==> config.mk <==
export PLATFORM = sky130hd
export DESIGN_NAME = mem_access_unit_flat
export DESIGN_NICKNAME = d
export VERILOG_FILES = /design/src/rtl/mem_access_unit_if.sv /design/src/rtl/mem_access_unit.sv /design/src/flat_wrapper.sv
export SDC_FILE = /design/constraint.sdc
export NUM_CORES = 1
export LEC_CHECK = 0
export BUFFER_PORTS_ARGS = -buffer_cell sky130_fd_sc_hd__buf_2
export CAP_MARGIN = 25
export CORE_MARGIN = 2
export CORE_UTILIZATION = 47
export CTS_BUF_LIST = sky130_fd_sc_hd__clkbuf_8
export DETAILED_ROUTE_END_ITERATION = 8
export GPL_TIMING_DRIVEN = 0
export HOLD_SLACK_MARGIN = 0.05
export PLACE_DENSITY = 0.79
export SYNTH_ARGS = -nofsm -noshare
export SYNTH_HDL_FRONTEND = slang
export SYNTH_SLANG_ARGS = --single-unit
==> constraint.sdc <==
create_clock -name Clock -period 2.4 [get_ports Clock]
set_clock_uncertainty 0.1 [all_clocks]
set_input_delay 0.72 -clock Clock [delete_from_list [all_inputs] [get_ports Clock]]
set_output_delay 0.72 -clock Clock [all_outputs]
set_load 0.01 [all_outputs]
==> src/rtl/mem_access_unit_if.sv <==
// Word-only data memory bus between the memory stage and data RAM.
// req/ack handshake; the master holds request fields until ack.
interface mem_access_unit_if;
  logic        mem_req;
  logic        mem_we;
  logic [29:0] mem_addr;
  logic [31:0] mem_wdata;
  logic [31:0] mem_rdata;
  logic        mem_ack;

  modport master (
    output mem_req,
    output mem_we,
    output mem_addr,
    output mem_wdata,
    input  mem_rdata,
    input  mem_ack
  );

  modport slave (
    input  mem_req,
    input  mem_we,
    input  mem_addr,
    input  mem_wdata,
    output mem_rdata,
    output mem_ack
  );
endinterface

==> src/rtl/mem_access_unit.sv <==
// Memory-stage load/store responder: big-endian lane extract/merge,
// sub-word read-modify-write, alignment faults and ack timeout.
module mem_access_unit #(
  parameter int ACK_TIMEOUT = 16
) (
  input  logic              Clock,
  input  logic              Reset,
  input  logic              MemoryRE,
  input  logic              MemoryWE,
  input  logic [1:0]        SizeOut,
  input  logic              Unsigned,
  input  logic [31:0]       Address,
  input  logic [31:0]       WriteData,
  output logic [31:0]       ReadData,
  output logic              Stall,
  output logic              Done,
  output logic              Misaligned,
  output logic              BusError,
  mem_access_unit_if.master mem
);

  localparam int CW = $clog2(ACK_TIMEOUT + 2);

  typedef enum logic [2:0] {
    IDLE,
    RD,
    RMW_RD,
    WR,
    DONE
  } state_e;

  state_e      state_q, state_d;
  logic [29:0] addr_q, addr_d;
  logic [1:0]  off_q, off_d;
  logic [1:0]  size_q, size_d;
  logic        uns_q, uns_d;
  logic [15:0] sdata_q, sdata_d;
  logic [31:0] wdata_q, wdata_d;
  logic [31:0] rdata_q, rdata_d;
  logic        mis_q, mis_d;
  logic        berr_q, berr_d;
  logic [CW-1:0] cnt_q, cnt_d;

  logic        req_any;
  logic        fault;
  logic        busy;
  logic        ack;
  logic        tmo_hit;
  logic [4:0]  sh_b;
  logic [4:0]  sh_h;
  logic [7:0]  byte_v;
  logic [15:0] half_v;
  logic [31:0] ld_ext;
  logic [31:0] lane_mask;
  logic [31:0] lane_ins;
  logic [31:0] merged;

  assign req_any = MemoryRE | MemoryWE;
  assign fault   = (SizeOut == 2'b01 && Address[0])
                 | (SizeOut[1] && Address[1:0] != 2'b00);
  assign busy    = state_q inside {RD, RMW_RD, WR};
  assign ack     = busy & mem.mem_ack;
  assign tmo_hit = (ACK_TIMEOUT != 0) && busy
                 && !mem.mem_ack
                 && (cnt_q == CW'(ACK_TIMEOUT - 1));

  // Lane k sits at bits [31-8k -: 8], so the shift is 8*(3-k).
  always_comb begin
    sh_b   = {~off_q, 3'b000};
    sh_h   = {~off_q[1], 4'b0000};
    byte_v = 8'(mem.mem_rdata >> sh_b);
    half_v = 16'(mem.mem_rdata >> sh_h);
    ld_ext = mem.mem_rdata;
    unique case (1'b1)
      size_q == 2'b00:
        ld_ext = {{24{~uns_q & byte_v[7]}}, byte_v};
      size_q == 2'b01:
        ld_ext = {{16{~uns_q & half_v[15]}}, half_v};
      size_q[1]:
        ld_ext = mem.mem_rdata;
    endcase
    if (size_q == 2'b00) begin
      lane_mask = 32'h0000_00FF << sh_b;
      lane_ins  = {24'h0, sdata_q[7:0]} << sh_b;
    end else begin
      lane_mask = 32'h0000_FFFF << sh_h;
      lane_ins  = {16'h0, sdata_q} << sh_h;
    end
    merged = (mem.mem_rdata & ~lane_mask) | lane_ins;
  end

  always_comb begin
    state_d = state_q;
    addr_d  = addr_q;
    off_d   = off_q;
    size_d  = size_q;
    uns_d   = uns_q;
    sdata_d = sdata_q;
    wdata_d = wdata_q;
    rdata_d = rdata_q;
    mis_d   = 1'b0;
    berr_d  = 1'b0;
    cnt_d   = cnt_q;
    if (busy && !mem.mem_ack && ACK_TIMEOUT != 0)
      cnt_d = cnt_q + CW'(1);

    unique case (state_q)
      IDLE: begin
        if (req_any && fault) begin
          mis_d   = 1'b1;
          rdata_d = '0;
        end else if (req_any) begin
          addr_d  = Address[31:2];
          off_d   = Address[1:0];
          size_d  = SizeOut;
          uns_d   = Unsigned;
          sdata_d = WriteData[15:0];
          rdata_d = '0;
          // A store wins when both requests are raised.
          unique case (1'b1)
            !MemoryWE:
              state_d = RD;
            MemoryWE && SizeOut[1]: begin
              state_d = WR;
              wdata_d = WriteData;
            end
            MemoryWE && !SizeOut[1]:
              state_d = RMW_RD;
          endcase
        end
      end
      RD: begin
        if (ack) begin
          state_d = DONE;
          rdata_d = ld_ext;
        end else if (tmo_hit) begin
          state_d = DONE;
          berr_d  = 1'b1;
          rdata_d = '0;
        end
      end
      RMW_RD: begin
        if (ack) begin
          state_d = WR;
          wdata_d = merged;
        end else if (tmo_hit) begin
          state_d = DONE;
          berr_d  = 1'b1;
          rdata_d = '0;
        end
      end
      WR: begin
        if (ack) begin
          state_d = DONE;
        end else if (tmo_hit) begin
          state_d = DONE;
          berr_d  = 1'b1;
          rdata_d = '0;
        end
      end
      DONE:
        state_d = IDLE;
      default:
        state_d = IDLE;
    endcase

    if (state_d != state_q)
      cnt_d = '0;
  end

  always_ff @(posedge Clock) begin
    if (Reset) begin
      state_q <= IDLE;
      addr_q  <= '0;
      off_q   <= '0;
      size_q  <= '0;
      uns_q   <= 1'b0;
      sdata_q <= '0;
      wdata_q <= '0;
      rdata_q <= '0;
      mis_q   <= 1'b0;
      berr_q  <= 1'b0;
      cnt_q   <= '0;
    end else begin
      state_q <= state_d;
      addr_q  <= addr_d;
      off_q   <= off_d;
      size_q  <= size_d;
      uns_q   <= uns_d;
      sdata_q <= sdata_d;
      wdata_q <= wdata_d;
      rdata_q <= rdata_d;
      mis_q   <= mis_d;
      berr_q  <= berr_d;
      cnt_q   <= cnt_d;
    end
  end

  assign Stall = (state_q == IDLE && req_any && !fault)
               | busy;
  assign Done       = state_q == DONE;
  assign ReadData   = rdata_q;
  assign Misaligned = mis_q;
  assign BusError   = berr_q;

  assign mem.mem_req   = busy;
  assign mem.mem_we    = state_q == WR;
  assign mem.mem_addr  = addr_q;
  assign mem.mem_wdata = wdata_q;

endmodule

==> src/flat_wrapper.sv <==
// flat-port wrapper written by rule: the top's interface ports become plain ports
module mem_access_unit_flat 
#(
  parameter int ACK_TIMEOUT = 16
)
  (Clock, Reset, MemoryRE, MemoryWE, SizeOut, Unsigned, Address, WriteData, ReadData, Stall, Done, Misaligned, BusError, mem_mem_req, mem_mem_we, mem_mem_addr, mem_mem_wdata, mem_mem_rdata, mem_mem_ack);
  mem_access_unit_if mem_i ();
  input  logic Clock;
  input  logic Reset;
  input  logic MemoryRE;
  input  logic MemoryWE;
  input  logic [1:0] SizeOut;
  input  logic Unsigned;
  input  logic [31:0] Address;
  input  logic [31:0] WriteData;
  output logic [31:0] ReadData;
  output logic Stall;
  output logic Done;
  output logic Misaligned;
  output logic BusError;
  output wire logic [$bits(mem_i.mem_req)-1:0] mem_mem_req;
  output wire logic [$bits(mem_i.mem_we)-1:0] mem_mem_we;
  output wire logic [$bits(mem_i.mem_addr)-1:0] mem_mem_addr;
  output wire logic [$bits(mem_i.mem_wdata)-1:0] mem_mem_wdata;
  input wire logic [$bits(mem_i.mem_rdata)-1:0] mem_mem_rdata;
  input wire logic [$bits(mem_i.mem_ack)-1:0] mem_mem_ack;
  assign mem_mem_req = mem_i.mem_req;
  assign mem_mem_we = mem_i.mem_we;
  assign mem_mem_addr = mem_i.mem_addr;
  assign mem_mem_wdata = mem_i.mem_wdata;
  assign mem_i.mem_rdata = mem_mem_rdata;
  assign mem_i.mem_ack = mem_mem_ack;
  mem_access_unit #(.ACK_TIMEOUT(ACK_TIMEOUT)) u_core (.Clock(Clock), .Reset(Reset), .MemoryRE(MemoryRE), .MemoryWE(MemoryWE), .SizeOut(SizeOut), .Unsigned(Unsigned), .Address(Address), .WriteData(WriteData), .ReadData(ReadData), .Stall(Stall), .Done(Done), .Misaligned(Misaligned), .BusError(BusError), .mem(mem_i));
endmodule
==> results of run 1 <==
[synth_stat cells (7+ instances only)]
cell / instances
nand3_1: 12
o31ai_1: 9
a211oi_1: 9
nor2b_1: 28
o2bb2ai_1: 16
buf_6: 7
a221oi_1: 16
o22ai_1: 8
clkbuf_1: 25
mux2i_1: 17
a22o_1: 32
a21oi_1: 103
o221ai_1: 9
nor2_1: 52
o21a_1: 10
o21ai_0: 27
nand2_1: 112
buf_2: 20
dfxtp_1: 125
[repair_timing]
action                     4_1_cts  5_1_grt
resized for setup                7        6
buffers inserted                 1        2
pin swaps                        1        1
setup endpoints to repair        4        3
hold endpoints to repair         0        0
[sequential cells by signal, summed over array words and instances (netlist names), 2 cells and up]
register,count
u_core.off_q,2
u_core.mem.mem_wdata,32
u_core.state_q,3
u_core.size_q,2
u_core.sdata_q,16
u_core.cnt_q,5
u_core.mem.mem_addr,30
u_core.ReadData,32
[cell families after synthesis]
group                    after synthesis
AO/OA/AOI/OAI                        252
XOR/XNOR                               3
multiplexers                          18
flip-flops                           125
adder cells (fa/ha/maj)                2
buffers and inverters                 64
AND/OR/NAND/NOR                      233
[routing by layer]
| layer | wire (um) | vias to the layer above | global-route usage [%] |
|---|---|---|---|
| li1 | - | 2944 | - |
| met1 | 7990 | 2833 | 37.5 |
| met2 | 8470 | 313 | 43.0 |
| met3 | 1990 | 30 | 9.36 |
| met4 | 331 | 2 | 8.57 |
| met5 | 13 | - | 0 |
[worst reg2reg max path, cell delays in order, from the launching register on]
cell and delay, ns:
dfxtp_1 0.30, buf_2 0.18, nor3_2 0.61, nor2_1 0.28
a211oi_1 0.45, o31ai_1 0.13
[worst min-delay path by stage]
| stage | startpoint | end | slack (ns) | cells past startpoint |
|---|---|---|---|---|
| finish | u_core.mem.mem_addr[14] | u_core.mem.mem_addr[14] | 0.35 | 2 |
| floorplan | u_core.uns_q | u_core.uns_q | 0.35 | 2 |
| global route | u_core.ReadData[16] | u_core.ReadData[16] | 0.37 | 1 |
| global placement | u_core.mem.mem_addr[6] | u_core.mem.mem_addr[6] | 0.34 | 2 |
| CTS | u_core.mem.mem_addr[14] | u_core.mem.mem_addr[14] | 0.35 | 2 |
| detailed placement | u_core.ReadData[22] | u_core.ReadData[22] | 0.34 | 1 |
[per-stage QoR]
| stage | hold WS [ns] | area, um^2 |
|---|---|---|
| floorplan | 0.347 | 5860 |
| global placement | 0.339 | 7080 |
| detailed placement | 0.342 | 7080 |
| CTS | 0.355 | 7540 |
| global route | 0.374 | 7540 |
| finish | 0.351 | 7540 |
[placed cells by master, fill, tap and decap left out, types with 12 or more instances in the layout]
cell | synthesis | final
buf_2 | 20 | 220
dfxtp_1 | 125 | 122
nand2_1 | 112 | 112
a21oi_1 | 103 | 102
nor2_1 | 52 | 50
a22o_1 | 32 | 32
nor2b_1 | 28 | 28
o21ai_0 | 27 | 26
clkbuf_1 | 25 | 23
clkbuf_8 | 0 | 22
mux2i_1 | 17 | 17
o2bb2ai_1 | 16 | 16
a221oi_1 | 16 | 16
nand3_1 | 12 | 12
[power breakdown]
group	total [W]	switching, W	internal [W]
Sequential	0.00233	0.000109	0.00222
Clock	0.00201	0.000847	0.00116
Combinational	0.00121	0.000729	0.000479
Total	0.00554	0.00168	0.00386
[cell type report]
| class | instances | area, um^2 | area share (%) |
|---|---|---|---|
| Sequential cell | 125 | 2510 | 33.3 |
| Clock buffer | 22 | 303 | 4.01 |
| Timing Repair Buffer | 204 | 1030 | 13.6 |
| Buffer | 57 | 302 | 4.00 |
| Inverter | 3 | 11.3 | 0.149 |
| Multi-Input combinational cell | 508 | 3040 | 40.3 |
| Tap cell | 168 | 210 | 2.79 |
| Clock inverter | 10 | 136 | 1.81 |
==> metrics.txt, run 1 <==
setup ws final 0.0332 ns; Initial Util 48.3%; clk sink count 125; Tcrit/Tclk final 98.6%; r2r worst-path depth 5; total power 0.00554 W; f_max 423 MHz; Syn Nets 803; share of layout cells above drive strength 1 31.0%; Die Area 13,400 um^2; largest net degree at the start of global routing 17; crit path cell chain buf_2 > a21oi_2 > o221ai_4 > o21ai_1 > buf_2; Port Buf Inserts 201; WL final 18.8 mm; hold_buf cts 0; Critical-path top delay cell a21oi_2; Slew HR 47.0%; DRT Pass-1 Iters 5; drt first-iter violations 583; Peak VDD IR 426 uV; worst r2r src u_core.off_q[0]; post-synth top area share 42.7%; WP data arrival 1.55 ns; gp weighted congestion 0.941; synth top area cells dfxtp_1 43%, a21oi_1 8.8%, nand2_1 7.2%; clk buf depth 2; die width 116 um; Fin Setup TNS 0 ns; Synth Cell Area 5860 um^2; CP delay by family, top compound AO/OA/AOI/OAI gates; post-synthesis compound-gate area fraction 28.7%; Final Hold Fails 0; cell count after synthesis 697; Post-synth EDFFs 0; I/O Pins 204; DR vias 6,122; adder-cell share of the synthesized area 0.427%; critical path launch point SizeOut[1]; final setup violation count 0; multiplexer area fraction after synthesis 3.10%; final std cells w/o fill 1,097; Async SR Flop Fraction 0%; max-slew violation count 0; Critical Path RT 1.58 ns; worst slew pin tran 0.789 ns; Clock transition at path regs 0.07 ns; grt total ovfl 0; Seq/Total Area, Yosys 42.7%; largest family of logic cells by synthesized area compound AO/OA/AOI/OAI gates; Worst Path Max Fanout 6; hpwl dp 14.3 mm; die extent in y 116 um; FF+latch count, synth 125; reg2reg end u_core.mem.mem_wdata[23]; maximum capacitance violations 0; Syn-to-layout area delta 28.8%; Leakage 3.32 nW; cell count along the critical path 5; vias per cell 5.58; Avg Cell Area, Syn 8.40 um^2; Worst Path Buf+Inv 2; R2R setup slack 0.22 ns; residual DRC count 0; Core ar. 12,100 um^2; power density cells 735 nW/um^2; CP Capture Type primary output; fillcell total 1,103; Setup CP Type in2out; Tot GR Track Use 28.0%; CTS H-Tree Depth 4; unrepaired setup endpoints after global routing yes; first-pass GRT wire length 28.9 mm; min Tclk post-route 2.37 ns; Placed Cells 1,066; top_reg_cell synth dfxtp_1; # diodes 0; Setup crit end Stall; outcome finished, final reports clean; Worst Hold Class reg2reg; crit-path most repeated cell buf_2; CTS tree yes; crit start category input pin; max incr delay on CP 0.31 ns; Final Util 62.3%; number of routed nets with antenna violations 0; row cnt 40; clk root buf clkbuf_8; XOR/XNOR Fraction of Synth Area 0.449%; yosys warns 0; Post-Place Setup Slack -0.449 ns; clk_lat worst skew 0.46 ns; Synth cell types 56; NumNets Final 1,022; vias in the first global route 5,596; Simple-Gate Fraction of Synth Area 18.8%; initial antenna violation count 1; Yosys top cell by area dfxtp_1; Routed wire per std cell 17.1 um; CTS Buf Count 17
Power figures use the tool's default switching activity.
==> run 2, diff against run 1 <==
--- a/config.mk
+++ b/config.mk
@@ -7,13 +7,16 @@
 export LEC_CHECK = 0
 export BUFFER_PORTS_ARGS = -buffer_cell sky130_fd_sc_hd__buf_2
 export CAP_MARGIN = 25
-export CORE_MARGIN = 2
-export CORE_UTILIZATION = 47
+export CELL_PAD_IN_SITES_DETAIL_PLACEMENT = 1
+export CELL_PAD_IN_SITES_GLOBAL_PLACEMENT = 1
+export CORE_MARGIN = 4
+export CORE_UTILIZATION = 34
 export CTS_BUF_LIST = sky130_fd_sc_hd__clkbuf_8
 export DETAILED_ROUTE_END_ITERATION = 8
 export GPL_TIMING_DRIVEN = 0
 export HOLD_SLACK_MARGIN = 0.05
-export PLACE_DENSITY = 0.79
+export PLACE_DENSITY_LB_ADDON = 0.1
+export SETUP_SLACK_MARGIN = 0.3
 export SYNTH_ARGS = -nofsm -noshare
 export SYNTH_HDL_FRONTEND = slang
 export SYNTH_SLANG_ARGS = --single-unit
==> run 2 against run 1 <==
Effect of this change: the flow now finishes with violations (negative setup slack); via count up 4.7%; sequential power about the same; power up 9.5%; setup slack worse by 0.058 ns; critical path depth up 1; sequential share of layout area down 4.0 points.
==> metrics.txt, run 2 (synthesis results as in run 1) <==
max-slew violation count 0 (unchanged); DRT Pass-1 Iters 5 (unchanged); outcome complete, but fails checks (was finished, final reports clean); clk sink count 125 (unchanged); grt total ovfl 0 (unchanged); die extent in y 139 um (was 116 um); clk buf depth 2 (unchanged); fillcell total 2,037 (was 1,103); Post-Place Setup Slack -0.190 ns (was -0.449 ns); Slew HR 56.5% (was 47.0%); Syn-to-layout area delta 46.1% (was 28.8%); WL final 24.7 mm (was 18.8 mm); row cnt 47 (was 40); initial antenna violation count 3 (was 1); hpwl dp 17.8 mm (was 14.3 mm); Initial Util 35.1% (was 48.3%); drt first-iter violations 367 (was 583); Final Util 51.2% (was 62.3%); min Tclk post-route 2.42 ns (was 2.37 ns); Worst Path Max Fanout 3 (was 6); residual DRC count 0 (unchanged); clk root buf clkbuf_8 (unchanged); Critical Path RT 1.58 ns (about the same); Logic pwr share 26.3% (was 21.8%); multi-input logic area 3430 um^2 (was 3040 um^2); power density cells 709 nW/um^2 (was 735 nW/um^2); Final Hold Fails 0 (unchanged); max incr delay on CP 0.33 ns (was 0.31 ns); clk_lat worst skew 0.46 ns (about the same); share of power burned in the clock network 35.2% (was 36.2%); worst r2r src u_core.state_q[2] (was u_core.off_q[0]); share of layout cells above drive strength 1 39.1% (was 31.0%); r2r worst-path depth 9 (was 5); unrepaired setup endpoints after global routing yes (unchanged); first-pass GRT wire length 36.6 mm (was 28.9 mm); largest net degree at the start of global routing 17 (unchanged); register area 2510 um^2 (about the same); vias per cell 5.40 (was 5.58); Port Buf Inserts 201 (unchanged); critical path launch point u_core.state_q[2] (was SizeOut[1]); Die Area 19,400 um^2 (was 13,400 um^2); Tot GR Track Use 23.8% (was 28.0%); gp weighted congestion 0.904 (was 0.941); hold_buf cts 0 (unchanged); crit start category register (was input pin); I/O Pins 204 (unchanged); CTS Buf Count 17 (unchanged); maximum capacitance violations 0 (unchanged); CTS H-Tree Depth 4 (unchanged); final setup violation count 1 (was 0); Core ar. 16,700 um^2 (was 12,100 um^2); Critical-path top delay cell dfxtp_2 (was a21oi_2); Worst Hold Class reg2reg (unchanged); setup ws final -0.0248 ns (was 0.0332 ns); Clock transition at path regs 0.08 ns (was 0.07 ns); hold_sp u_core.mem.mem_addr[9] (was u_core.mem.mem_addr[14]); Setup CP Type reg2out (was in2out); die width 139 um (was 116 um); number of routed nets with antenna violations 0 (unchanged); most common cell after layout, fill and taps aside buf_2 (unchanged); crit path cell chain buf_6 > nor3_4 > o221ai_4 > buf_8 > o21ai_4 > buf_6 (was buf_2 > a21oi_2 > o221ai_4 > o21ai_1 > buf_2); CP Capture Type primary output (unchanged); Peak VDD IR 352 uV (was 426 uV); DR vias 6,409 (was 6,122); reg2reg end u_core.mem.mem_wdata[24] (was u_core.mem.mem_wdata[23]); NetSw 0.00198 W (was 0.00168 W); Setup crit end Stall (unchanged); f_max 412 MHz (was 423 MHz); most frequent cells in the layout 209 x buf_2, 121 x dfxtp_1, 112 x nand2_1 (was 220 x buf_2, 122 x dfxtp_1, 112 x nand2_1); Leakage 3.69 nW (was 3.32 nW); Tcrit/Tclk final 101% (was 98.6%); WP data arrival 1.60 ns (was 1.55 ns); failing checks negative setup slack; R2R setup slack 0.27 ns (was 0.22 ns); vias in the first global route 6,682 (was 5,596); NumNets Final 1,058 (was 1,022); CTS tree yes (unchanged); Reg power frac 38.5% (was 42.0%); worst slew pin tran 0.647 ns (was 0.789 ns); cell-internal power 0.00408 W (was 0.00386 W); Routed wire per std cell 20.9 um (was 17.1 um); Sw Share 32.7% (was 30.4%); crit-path most repeated cell buf_6 (was buf_2)
## run 2: cell count changes in the layout (fill, tap and decap cells not counted), sizes merged
cell      previous run  this run
clkbuf              46        50
bufinv               3         4
buf                237       266
clkinv               4         3
clkinvlp             2         5
diode                0         1
## run 2: power groups by stage
stage                     combinational [W]  sequential, W  clock [W]
final                               0.00159        0.00234    0.00214
after global routing                0.00171        0.00235    0.00226
after CTS                           0.00139        0.00232    0.00215
after detailed placement            0.00127        0.00236          0
after global placement              0.00123        0.00235          0
after floorplan                    0.000738        0.00238          0
## run 2: worst min path at each step
stage / to / slack [ns] / depth (start not counted)
global placement: u_core.ReadData[24] / 0.34 / 1
finish: u_core.mem.mem_addr[9] / 0.36 / 2
CTS: u_core.mem.mem_addr[9] / 0.36 / 2
floorplan: u_core.uns_q / 0.35 / 2
detailed placement: u_core.mem.mem_addr[9] / 0.35 / 2
global route: u_core.mem.mem_addr[8] / 0.36 / 3
## run 2: layout make-up
type | count | share of cell area (%)
antenna | 1 | 0.0292
buffer | 60 | 5.37
sequential | 125 | 29.3
clock buffer | 19 | 3.06
clock inverter | 13 | 2.21
timing repair buffer | 237 | 16.6
multi-input combinational | 508 | 40.1
inverter | 3 | 0.132
tap | 220 | 3.22
## run 2: what timing repair did
item | 4_1_cts | 5_1_grt
pin swaps | 6 | 35
setup buffers | 20 | 13
resized for setup | 36 | 80
endpoints found under the setup margin | 40 | 73
cloned | 0 | 3
## run 2: worst max-delay path, delay by kind of cell, from the launching register on
| family | cells | cell delay, ns |
|---|---|---|
| and+or+nand+nor | 1 | 0.24 |
| AOI/OAI and AO/OA | 2 | 0.20 |
| DFF | 1 | 0.33 |
| buffers and inverters | 3 | 0.38 |
## run 2: per-layer routing
metal	up-vias	wire [um]	track usage, %
met5	-	32	0
met4	4	576	6.13
met3	46	1820	8.58
met2	242	12100	40.9
met1	3095	10200	28.2
li1	3022	-	-
## run 2: stage by stage
stage,power [W],setup TNS [ns],hold WS [ns],std cells,instance area (um^2)
6_report,0.00607,-0.0248,0.358,1186,8560
5_1_grt,0.00633,-0.124,0.359,1185,8550
4_1_cts,0.00586,-0.0816,0.357,1170,7990
3_5_place_dp,0.00363,-1.35,0.346,1118,7200
3_3_place_gp,0.00359,-0.725,0.339,1118,7200
2_1_floorplan,0.00312,0,0.347,697,5920
==> run 3, diff against run 2 <==
--- a/config.mk
+++ b/config.mk
@@ -5,12 +5,13 @@
 export SDC_FILE = /design/constraint.sdc
 export NUM_CORES = 1
 export LEC_CHECK = 0
+export ABC_AREA = 1
 export BUFFER_PORTS_ARGS = -buffer_cell sky130_fd_sc_hd__buf_2
 export CAP_MARGIN = 25
 export CELL_PAD_IN_SITES_DETAIL_PLACEMENT = 1
 export CELL_PAD_IN_SITES_GLOBAL_PLACEMENT = 1
 export CORE_MARGIN = 4
-export CORE_UTILIZATION = 34
+export CORE_UTILIZATION = 33
 export CTS_BUF_LIST = sky130_fd_sc_hd__clkbuf_8
 export DETAILED_ROUTE_END_ITERATION = 8
 export GPL_TIMING_DRIVEN = 0
==> run 3 against run 2 <==
Effect of this change: the flow now finishes without violations; cell count increased by 21%; synthesized cell count up 36%; via count increased by 12%; flip-flop and latch count stayed put; maximum frequency is 3.4% higher; die area rose by 10%; area after synthesis rose by 7.6%; sequential power up 3%; setup slack improved by 0.080 ns; count of clock-buffer cells in the layout fell by 2; largest power group unchanged.
==> metrics.txt, run 3 <==
synth top area cells dfxtp_1 40%, nand2_1 14%, a21oi_1 10% (was dfxtp_1 43%, a21oi_1 8.8%, nand2_1 7.2%); unrepaired setup endpoints after global routing yes (unchanged); Avg Cell Area, Syn 6.64 um^2 (was 8.40 um^2); Port Buf Inserts 203 (was 201); share of power burned in the clock network 32.0% (was 35.2%); grt total ovfl 0 (unchanged); f_max 426 MHz (was 412 MHz); vias in the first global route 7,384 (was 6,682); vias per cell 5.01 (was 5.40); cell count after synthesis 949 (was 697); Placed Cells 1,386 (was 1,118); Worst Path Buf+Inv 4 (was 3); DR vias 7,198 (was 6,409); hpwl dp 19.9 mm (was 17.8 mm); Synth top cells by count 241 x nand2_1, 132 x a21oi_1, 125 x dfxtp_1 (was 125 x dfxtp_1, 112 x nand2_1, 103 x a21oi_1); Die Area 21,400 um^2 (was 19,400 um^2); Critical-path top delay cell dfxtp_4 (was dfxtp_2); max-slew violation count 0 (unchanged); residual DRC count 0 (unchanged); crit path cell chain inv_4 > nand2_4 > nor2_4 > inv_4 > nor2_8 > nand2_4 > buf_6 > nand2_4 > buf_6 (was buf_6 > nor3_4 > o221ai_4 > buf_8 > o21ai_4 > buf_6); gp weighted congestion 0.899 (was 0.904); Async SR Flop Fraction 0% (unchanged); I/O Pins 204 (unchanged); min Tclk post-route 2.35 ns (was 2.42 ns); CTS tree yes (unchanged); die extent in y 146 um (was 139 um); clk buf depth 2 (unchanged); max incr delay on CP 0.37 ns (was 0.33 ns); CTS Buf Count 17 (unchanged); clk_lat worst skew 0.46 ns (about the same); row cnt 50 (was 47); Critical Path RT 1.58 ns (about the same); CP Capture Type primary output (unchanged); Worst Path Max Fanout 2 (was 3); crit start category register (unchanged); most common cell after layout, fill and taps aside nand2_1 (was buf_2); Final Util 44.3% (was 51.2%); die width 146 um (was 139 um); clk sink count 125 (unchanged); final std cells w/o fill 1,438 (was 1,186); DRT Pass-1 Iters 5 (unchanged); number of routed nets with antenna violations 0 (unchanged); Final Hold Fails 0 (unchanged); NumNets Final 1,297 (was 1,058); maximum capacitance violations 0 (unchanged); Logic pwr share 30.5% (was 26.3%); most frequent cells in the layout 238 x nand2_1, 223 x buf_2, 131 x a21oi_1 (was 209 x buf_2, 121 x dfxtp_1, 112 x nand2_1); clk root buf clkbuf_8 (unchanged); fillcell total 2,483 (was 2,037); power density cells 769 nW/um^2 (was 709 nW/um^2); outcome finished, final reports clean (was complete, but fails checks); Tcrit/Tclk final 97.7% (was 101%); worst slew pin tran 0.744 ns (was 0.647 ns); FF+latch count, synth 125 (unchanged); top_reg_cell synth dfxtp_1 (unchanged); Synth cell types 29 (was 56); Initial Util 33.6% (was 35.1%); # diodes 0 (was 1); Yosys top cell by area dfxtp_1 (unchanged); post-synth top area share 39.7% (was 42.7%); Clock transition at path regs 0.09 ns (was 0.08 ns); initial antenna violation count 4 (was 3); Sw Share 36.9% (was 32.7%); Fin Setup TNS 0 ns (was -0.0248 ns); Routed wire per std cell 17.9 um (was 20.9 um); Syn Nets 1,055 (was 803); Syn-to-layout area delta 31.8% (was 46.1%); Setup CP Type reg2out (unchanged); final setup violation count 0 (was 1); crit-path most repeated cell nand2_4 (was buf_6); Synth Cell Area 6300 um^2 (was 5860 um^2); WL final 25.8 mm (was 24.7 mm); yosys warns 0 (unchanged); share of layout cells above drive strength 1 29.4% (was 39.1%); Core ar. 18,800 um^2 (was 16,700 um^2); final hold slack 0.361 ns (was 0.358 ns); CTS H-Tree Depth 4 (unchanged); WP data arrival 1.53 ns (was 1.60 ns); cell-internal power 0.00403 W (was 0.00408 W); Peak VDD IR 371 uV (was 352 uV); CP delay by family, top flip-flops (was buffers and inverters); Seq/Total Area, Yosys 39.7% (was 42.7%); drt first-iter violations 311 (was 367); Tot GR Track Use 23.7% (was 23.8%); Reg power frac 37.5% (was 38.5%); Worst Hold Class reg2reg (unchanged); NetSw 0.00235 W (was 0.00198 W); first-pass GRT wire length 40.4 mm (was 36.6 mm); Leakage 3.98 nW (was 3.69 nW); largest net degree at the start of global routing 17 (unchanged); Slew HR 50.4% (was 56.5%); most frequent cell after synthesis nand2_1 (was dfxtp_1); Post-synth EDFFs 0 (unchanged)
## run 3: cell types whose count changed in the layout (fill, tap and decap cells not counted), sizes merged, moves of 20 or more
cell and change:
a21oi +26, a22o -32, inv +67, nand2 +138, nand3 +100, nor2 +52, nor2b -28, o21ai +26
or2 +20
## run 3: path summary, 6_finish.rpt
check	from	end	slack, ns	cells after the start
worst max-delay path	u_core.state_q[1]	Stall	0.05	9
worst min-delay path	u_core.mem.mem_addr[1]	u_core.mem.mem_addr[1]	0.36	2
worst max register to register	u_core.state_q[2]	u_core.mem.mem_wdata[25]	0.40	12
worst min register to register	u_core.mem.mem_addr[1]	u_core.mem.mem_addr[1]	0.36	2
## run 3: final cells by class
| cell class | count | area (um^2) | area share (%) |
|---|---|---|---|
| tap | 234 | 293 | 3.52 |
| buffer | 60 | 372 | 4.47 |
| timing repair buffer | 223 | 1190 | 14.4 |
| multi-input combinational | 698 | 3270 | 39.3 |
| clock inverter | 15 | 184 | 2.21 |
| clock buffer | 17 | 234 | 2.82 |
| sequential | 125 | 2510 | 30.2 |
| inverter | 66 | 260 | 3.13 |
## run 3: metrics by stage
step                instance area, um^2  setup WS [ns]  power [W]
detailed placement                 7620         -0.117    0.00428
finish                             8310         0.0548    0.00639
global route                       8310        -0.0289    0.00676
CTS                                8230         0.0109    0.00639
floorplan                          6320          0.303    0.00358
global placement                   7620        -0.0862    0.00426
## run 3: kinds of logic (layout without fill, tap and decap cells)
family | count (synthesis) | count (layout) | share of synthesized area [%]
xor gates and xnor gates | 3 | 3 | 0.417
and+or+nand+nor | 494 | 494 | 33.7
buffers and inverters | 126 | 381 | 9.43
adders and majority gates | 2 | 2 | 0.397
AOI/OAI and AO/OA | 199 | 199 | 16.3
DFF | 125 | 125 | 39.7
## run 3: power groups by stage
stage	clock network [W]	registers, W	logic, W
after floorplan	0	0.00250	0.00107
after global placement	0	0.00244	0.00182
after detailed placement	0	0.00244	0.00183
after CTS	0.00207	0.00239	0.00192
after global routing	0.00218	0.00242	0.00216
final	0.00205	0.00240	0.00195
## run 3: worst register-to-register path, cell delays in order (launching register included)
cell and delay, ns:
dfxtp_2 0.32, buf_6 0.11, buf_4 0.13, buf_8 0.13, inv_8 0.07, nand2_4 0.05
buf_4 0.13, nor2_1 0.14, buf_6 0.18, buf_6 0.17, nand3_1 0.11, o21ai_2 0.18
a21oi_1 0.09
## run 3: timing repair
action / in CTS / in global routing
pin swaps: 5 / 6
setup endpoints to repair: 4 / 42
gates resized for setup: 23 / 18
hold buffers: 0 / 0
buffers inserted: 15 / 5
## run 3: layer usage
metal / vias up / GRT usage [%] / wire, um
met5: - / 0 / 53
met4: 8 / 4.42 / 233
met3: 26 / 6.86 / 1550
met2: 198 / 40.7 / 12600
met1: 3389 / 30.0 / 11400
li1: 3577 / - / -
